===== config.mk =====
export PLATFORM = sky130hd
export DESIGN_NAME = vram_arbiter
export DESIGN_NICKNAME = d
export VERILOG_FILES = /design/src/rtl/vram_arbiter.sv
export SDC_FILE = /design/constraint.sdc
export NUM_CORES = 1
export LEC_CHECK = 0
export BUFFER_PORTS_ARGS = -buffer_cell sky130_fd_sc_hd__buf_2
export CORE_UTILIZATION = 39
export DETAILED_ROUTE_END_ITERATION = 8
export PLACE_DENSITY_LB_ADDON = 0.12
export SLEW_MARGIN = 0
export SYNTH_ARGS = -nofsm -noshare
export SYNTH_HDL_FRONTEND = slang
export SYNTH_SLANG_ARGS = --single-unit
export TNS_END_PERCENT = 1

===== constraint.sdc =====
create_clock -name CLK_25MHZ -period 1.7 [get_ports CLK_25MHZ]
set_input_delay 0.17 -clock CLK_25MHZ [delete_from_list [all_inputs] [get_ports CLK_25MHZ]]
set_output_delay 0.17 -clock CLK_25MHZ [all_outputs]
set_load 0.005 [all_outputs]

===== src/rtl/vram_arbiter.sv =====
// Single-port VRAM arbiter: video fetches, a screen-clear engine and CPU accesses
// share one synchronous RAM port by fixed priority (video > clear > CPU).
module vram_arbiter #(
    parameter int          ADDR_W = 12,
    parameter int          CELLS  = 2400,
    parameter logic [7:0]  FILL   = 8'h20
) (
    input  logic              CLK_25MHZ,
    input  logic              RESET,
    input  logic              VID_REQ,
    input  logic [ADDR_W-1:0] VID_ADDR,
    output logic              VID_VALID,
    output logic [7:0]        VID_RDATA,
    input  logic              CPU_REQ,
    input  logic              CPU_WE,
    input  logic [ADDR_W-1:0] CPU_ADDR,
    input  logic [7:0]        CPU_WDATA,
    output logic              CPU_ACK,
    output logic              CPU_RVALID,
    output logic [7:0]        CPU_RDATA,
    input  logic              CLR_START,
    output logic              CLR_BUSY,
    output logic              CLR_DONE,
    output logic [ADDR_W-1:0] RAM_ADDR,
    output logic              RAM_WE,
    output logic [7:0]        RAM_WDATA,
    input  logic [7:0]        RAM_RDATA
);

    typedef enum logic [0:0] {
        IDLE  = 1'b0,
        CLEAR = 1'b1
    } clr_state_t;

    localparam logic [ADDR_W-1:0] LAST_ADDR = ADDR_W'(CELLS - 1);

    clr_state_t        state_r;
    logic [ADDR_W-1:0] clr_addr_r;
    logic              clr_busy_r;
    logic              clr_done_r;
    logic              vid_valid_r;
    logic              cpu_rvalid_r;
    logic              cpu_ack_r;
    logic              clr_grant_s;
    logic              cpu_grant_s;

    // Grant decode; RESET gates the combinational grants so nothing reaches the RAM during reset.
    always_comb begin
        clr_grant_s = 1'b0;
        cpu_grant_s = 1'b0;
        if (RESET) begin
            clr_grant_s = 1'b0;
            cpu_grant_s = 1'b0;
        end else if (VID_REQ) begin
            clr_grant_s = 1'b0;
            cpu_grant_s = 1'b0;
        end else if (clr_busy_r) begin
            clr_grant_s = 1'b1;
        end else begin
            cpu_grant_s = CPU_REQ & ~cpu_ack_r;
        end
    end

    // RAM port mux for the current grant.
    always_comb begin
        RAM_ADDR  = VID_ADDR;
        RAM_WE    = 1'b0;
        RAM_WDATA = 8'h00;
        if (clr_grant_s) begin
            RAM_ADDR  = clr_addr_r;
            RAM_WE    = 1'b1;
            RAM_WDATA = FILL;
        end else if (cpu_grant_s) begin
            RAM_ADDR  = CPU_ADDR;
            RAM_WE    = CPU_WE;
            RAM_WDATA = CPU_WDATA;
        end else begin
            RAM_ADDR  = VID_ADDR;
            RAM_WE    = 1'b0;
            RAM_WDATA = 8'h00;
        end
    end

    // Clear FSM; the counter holds at the last cell so it can never wrap into unused VRAM.
    always_ff @(posedge CLK_25MHZ or posedge RESET) begin
        if (RESET) begin
            state_r    <= IDLE;
            clr_addr_r <= {ADDR_W{1'b0}};
            clr_busy_r <= 1'b0;
            clr_done_r <= 1'b0;
        end else begin
            clr_done_r <= 1'b0;
            case (state_r)
                IDLE: begin
                    if (CLR_START) begin
                        state_r    <= CLEAR;
                        clr_addr_r <= {ADDR_W{1'b0}};
                        clr_busy_r <= 1'b1;
                    end
                end
                CLEAR: begin
                    if (clr_grant_s) begin
                        if (clr_addr_r == LAST_ADDR) begin
                            state_r    <= IDLE;
                            clr_busy_r <= 1'b0;
                            clr_done_r <= 1'b1;
                        end else begin
                            clr_addr_r <= clr_addr_r + {{(ADDR_W-1){1'b0}}, 1'b1};
                        end
                    end
                end
                default: begin
                    state_r    <= IDLE;
                    clr_busy_r <= 1'b0;
                end
            endcase
        end
    end

    // Read-valid pipeline matching the one-cycle RAM latency, plus the ack history for spacing.
    always_ff @(posedge CLK_25MHZ or posedge RESET) begin
        if (RESET) begin
            vid_valid_r  <= 1'b0;
            cpu_rvalid_r <= 1'b0;
            cpu_ack_r    <= 1'b0;
        end else begin
            vid_valid_r  <= VID_REQ;
            cpu_rvalid_r <= cpu_grant_s & ~CPU_WE;
            cpu_ack_r    <= cpu_grant_s;
        end
    end

    assign CPU_ACK    = cpu_grant_s;
    assign VID_VALID  = vid_valid_r;
    assign CPU_RVALID = cpu_rvalid_r;
    assign VID_RDATA  = RAM_RDATA;
    assign CPU_RDATA  = RAM_RDATA;
    assign CLR_BUSY   = clr_busy_r;
    assign CLR_DONE   = clr_done_r;

endmodule


-- Word-level counts from Yosys, hierarchy flattened
Index checks and enable logic that the tools add are counted.
- register bits after elaboration: 18
- mux-type cells: 27
- $add $sub $neg: 1
- equal/unequal tests: 5
- bitwise operators: 5
- reductions and logical operators: 2
- operator list (cell ; number):
    $mux W12 ; 5
    $pmux W12 S2 ; 1
    $mux W1 ; 17
    $mux W8 ; 2
    $add A12 B1 Y12 const B ; 1
    $eq A12 B12 Y1 const B ; 1
    $reduce_and A3 Y1 ; 2
    $ne A2 B1 Y1 const B ; 2
    $ne A2 B2 Y1 const B ; 2
    $pmux W1 S2 ; 2
    $not A1 Y1 ; 3
    $and A1 B1 Y1 ; 2

-- Longest topological paths before layout
- depth after elaboration: 7
- depth in mapped cells: 6

-- Worst setup path before layout
Ideal clock, no wire load.
- path kind: register -> output
- start point: reg clr_busy_r (netlist: CLR_BUSY)
- end point: out RAM_ADDR[10]
- arrival time: 1.517 ns
- path buffers: 2
- cell stages (with the launch flop): 7
- setup slack: 0.013 ns
- path through: dfrtp_1 -> nor4_4 -> and2_4 -> buf_12 -> buf_12 -> mux2i_1 -> o21ai_1
- word-level cells in the longest chain between the ends: 5
- elaborated cells on any way between the ends: 8
- classes of those cells: mux (8)
- RTL lines (item ; line ; source):
    start: declaration ; 39 ; logic clr_busy_r;
    start signal: assignment ; 89 ; clr_busy_r <= 1'b0;
    start signal: assignment ; 98 ; clr_busy_r <= 1'b1;
    start signal: assignment ; 105 ; clr_busy_r <= 1'b0;
    $mux W1 ; 57 ; end else if (clr_busy_r) begin
    $mux W1 ; 54 ; end else if (VID_REQ) begin
    $mux W1 ; 51 ; if (RESET) begin
    net CPU_ACK ; 18 ; output logic CPU_ACK,
    $mux W12 ; 73 ; end else if (cpu_grant_s) begin
    $mux W12 ; 69 ; if (clr_grant_s) begin
    end: declaration ; 24 ; output logic [ADDR_W-1:0] RAM_ADDR,
The timed path passes the listed nets, and every way through them passes these cells.

-- Final worst setup path
- start point: reg cpu_ack_r
- end point: out RAM_ADDR[3]
- word-level cells in the longest chain between the ends: 7
- RTL lines (item ; line ; source):
    start: declaration ; 43 ; logic cpu_ack_r;
    start signal: assignment ; 129 ; cpu_ack_r <= cpu_grant_s;
    $not A1 Y1 ; 60 ; cpu_grant_s = CPU_REQ & ~cpu_ack_r;
    $and A1 B1 Y1 ; 60 ;
    $mux W1 ; 57 ;
    $mux W1 ; 54 ;
    $mux W1 ; 51 ;
    $mux W12 ; 73 ;
    $mux W12 ; 69 ;
No other way between the ends.

==> metrics.yaml <==
htreeDepth: 1
dp_slack_ps: 41.4
ant_nets: 0
syn_area_per_cell_sq_um: 8.88
yosys_warnings: 0
drt_iter0_drc: 64
critPathLaunchType: "register"
setup_violations: 14
die_w_um: 62.9
gp_congestion: 0.886
first_pass_iters: 4
grt_pass1_vias: 1387
die_h_um: 62.9
root_buffer: "clkbuf_8"
power_uw: 1470
start_util_pct: 42.1
dp_cells: 268
core-area_sq_um: 3440
post_drt_wl_per_cell_um: 14.7
async_flop_share_pct: 100
final-hold-violation-count: 0
io_pins: 88
dieArea_sq_um: 3960
grt_max_degree: 19
rows: 21
worstMarginPinSlew_ps: 712
p_per_area_nw_per_um2: 788
dp.final_hpwl_um: 3070
grt_pass1_wl_um: 6400
p_int_uw: 971
final_cell_mix: "buf_2 (63), nand2_1 (24), buf_4 (20)"
seqPwrFrac_pct: 40.0
whs_ps: 76.8
synthDistinctLibCells: 39
drv_cap: 0
grt_antenna_before_repair: 0
drc: 0
synth_nets: 210
finalCriticalPeriod_ps: 1940
peakVddDrop_uv: 581
switchingPower_uw: 498
wl_um: 4020
ys_ff_latch: 18
final_common_cell: "buf_2"
endpoint_kind: "output pin"
viasPerCell: 5.30
gr-total-overflow: 0
clk_pin_slew_ps: 70
cts_hold_buf: 0
synth-edff-count: 0
skew_ps: 2.48
path_class: "reg2out"
portBuffers: 63
cpMaxStageDelayCell: "dfrtp_1"
drv_slew: 0
maxSlewHeadroom_pct: 52.5
finalSetupTns_ps: -2770
p_clk_share_pct: 24.6
p_comb_share_pct: 35.4
vias: 1452
syn-instance-count: 163
crit_chain: "nor4_4 > and2_2 > mux2i_1 > o21ai_1 > buf_2"
status: "finished, violations left"
swShare_pct: 33.9
rsz0062_at_grt: "yes"
fmax_mhz: 515
worst-path-max-fanout: 8
cts_buffer_depth: 2
final_nets: 276
drive_gt1_share_pct: 43.4
final_cells: 274
diodes: 0
synth_area_sq_um: 1450
p_leak_uw: 0.000950
grt_use_total_pct: 20.6
cts_made_buffers: 3
clk_latency_ps: 260
violations: "setup timing"
yosysSeqAreaShare_pct: 31.1
critPathMaxStageDelay_ps: 410
required_ps: 1530
cts_tree: "yes"
hp-class: "in2async"
arrival_ps: 1770
synth_ff_type: "dfrtp_1"
cts_num_sinks: 18
setup_ws_ps: -242
areaGrowthSynthToFinish_pct: 28.9
finalCritPeriodShare_pct: 114
per-stage QoR:
step                cell area [sq um]  util [%]
floorplan                        1450         -
global placement                 1780      51.8
detailed placement               1780      51.8
CTS                              1850      53.7
global route                     1870      54.2
finish                           1870      54.2
metal layers:
| layer | vias up | part of all wire (%) | wire [um] | global-route usage [%] |
|---|---|---|---|---|
| li1 | 703 | - | - | - |
| met1 | 666 | 43 | 1740 | 26.9 |
| met2 | 66 | 47 | 1870 | 31.6 |
| met3 | 17 | 7.8 | 314 | 3.83 |
| met4 | 0 | 2.4 | 97 | 11.6 |
| met5 | - | 0 | 0 | 0 |
final timing paths:
kind                            slack, ps  cells past startpoint        endpoint          start
worst max-delay path                 -240                      5     RAM_ADDR[3]      cpu_ack_r
worst min-delay path                   80                      2   clr_addr_r[9]          RESET
worst max register to register        110                      6  clr_addr_r[10]  clr_addr_r[0]
worst min register to register        580                      2   clr_addr_r[8]  clr_addr_r[8]
max in group asynchronous            1170                      2       VID_VALID          RESET
min in group CLK_25MHZ                 80                      2      CPU_RVALID         CPU_WE
worst max-delay path: cells and delay by family (launching register included):
kind	cells	cell delay, ps
mux	1	220
flops	1	410
buf+inv	1	120
compound gates	1	70
simple gates	2	690
cells in the mapped netlist (2+ instances only):
cell type   n  area share (%)
buf_12      2             2.8
a21o_1      3             1.6
o21ai_1    13             4.5
a21oi_1     3             1.0
dfrtp_1    18              31
a31oi_1     6             2.6
and4_1      2             1.2
nand3_1     6             2.1
o21ai_0     2            0.69
buf_4      16             8.3
inv_1       5             1.3
nand4_1     3             1.3
clkbuf_1    2            0.52
o31ai_1     2             1.0
and3_1      9             3.9
nand2_1    24             6.2
buf_2       4             1.4
mux2i_1    17              12
nor2_1      5             1.3
and2_1      2            0.86
sequential cells by signal, summed over array words and instances (netlist names):
signal	cells
CLR_BUSY	1
state_r	1
CPU_RVALID	1
VID_VALID	1
clr_addr_r	12
CLR_DONE	1
cpu_ack_r	1
timing repair:
action / 4_1_cts / 5_1_grt
gates resized for setup: 1 / 2
setup endpoints to repair: 14 / 18
gates cloned: 0 / 1
pin swaps: 1 / 3
setup buffers: 1 / 0
cell families (layout without fill, tap and decap cells):
family / after synthesis / in the layout / share of synthesized area, %
flops: 18 / 18 / 31.1
buf+inv: 29 / 93 / 14.3
simple gates: 65 / 66 / 28.0
fa+ha+maj: 1 / 1 / 0.864
compound gates: 32 / 32 / 13.2
mux: 18 / 18 / 12.5
layout make-up:
cell class / count / area (sq um)
Clock buffer: 4 / 55.1
Tap cell: 46 / 57.6
Multi-Input combinational cell: 117 / 807
Fill cell: 327 / 1580
Timing Repair Buffer: 84 / 477
Sequential cell: 18 / 450
Inverter: 5 / 18.8
power groups by stage:
stage | clock network [uW] | logic, uW | registers (uW)
after floorplan | 0 | 265 | 600
after global placement | 0 | 495 | 592
after detailed placement | 0 | 517 | 594
after CTS | 365 | 520 | 585
after global routing | 391 | 588 | 596
final | 362 | 520 | 588
Note: power is estimated with default switching activity, not from simulation.
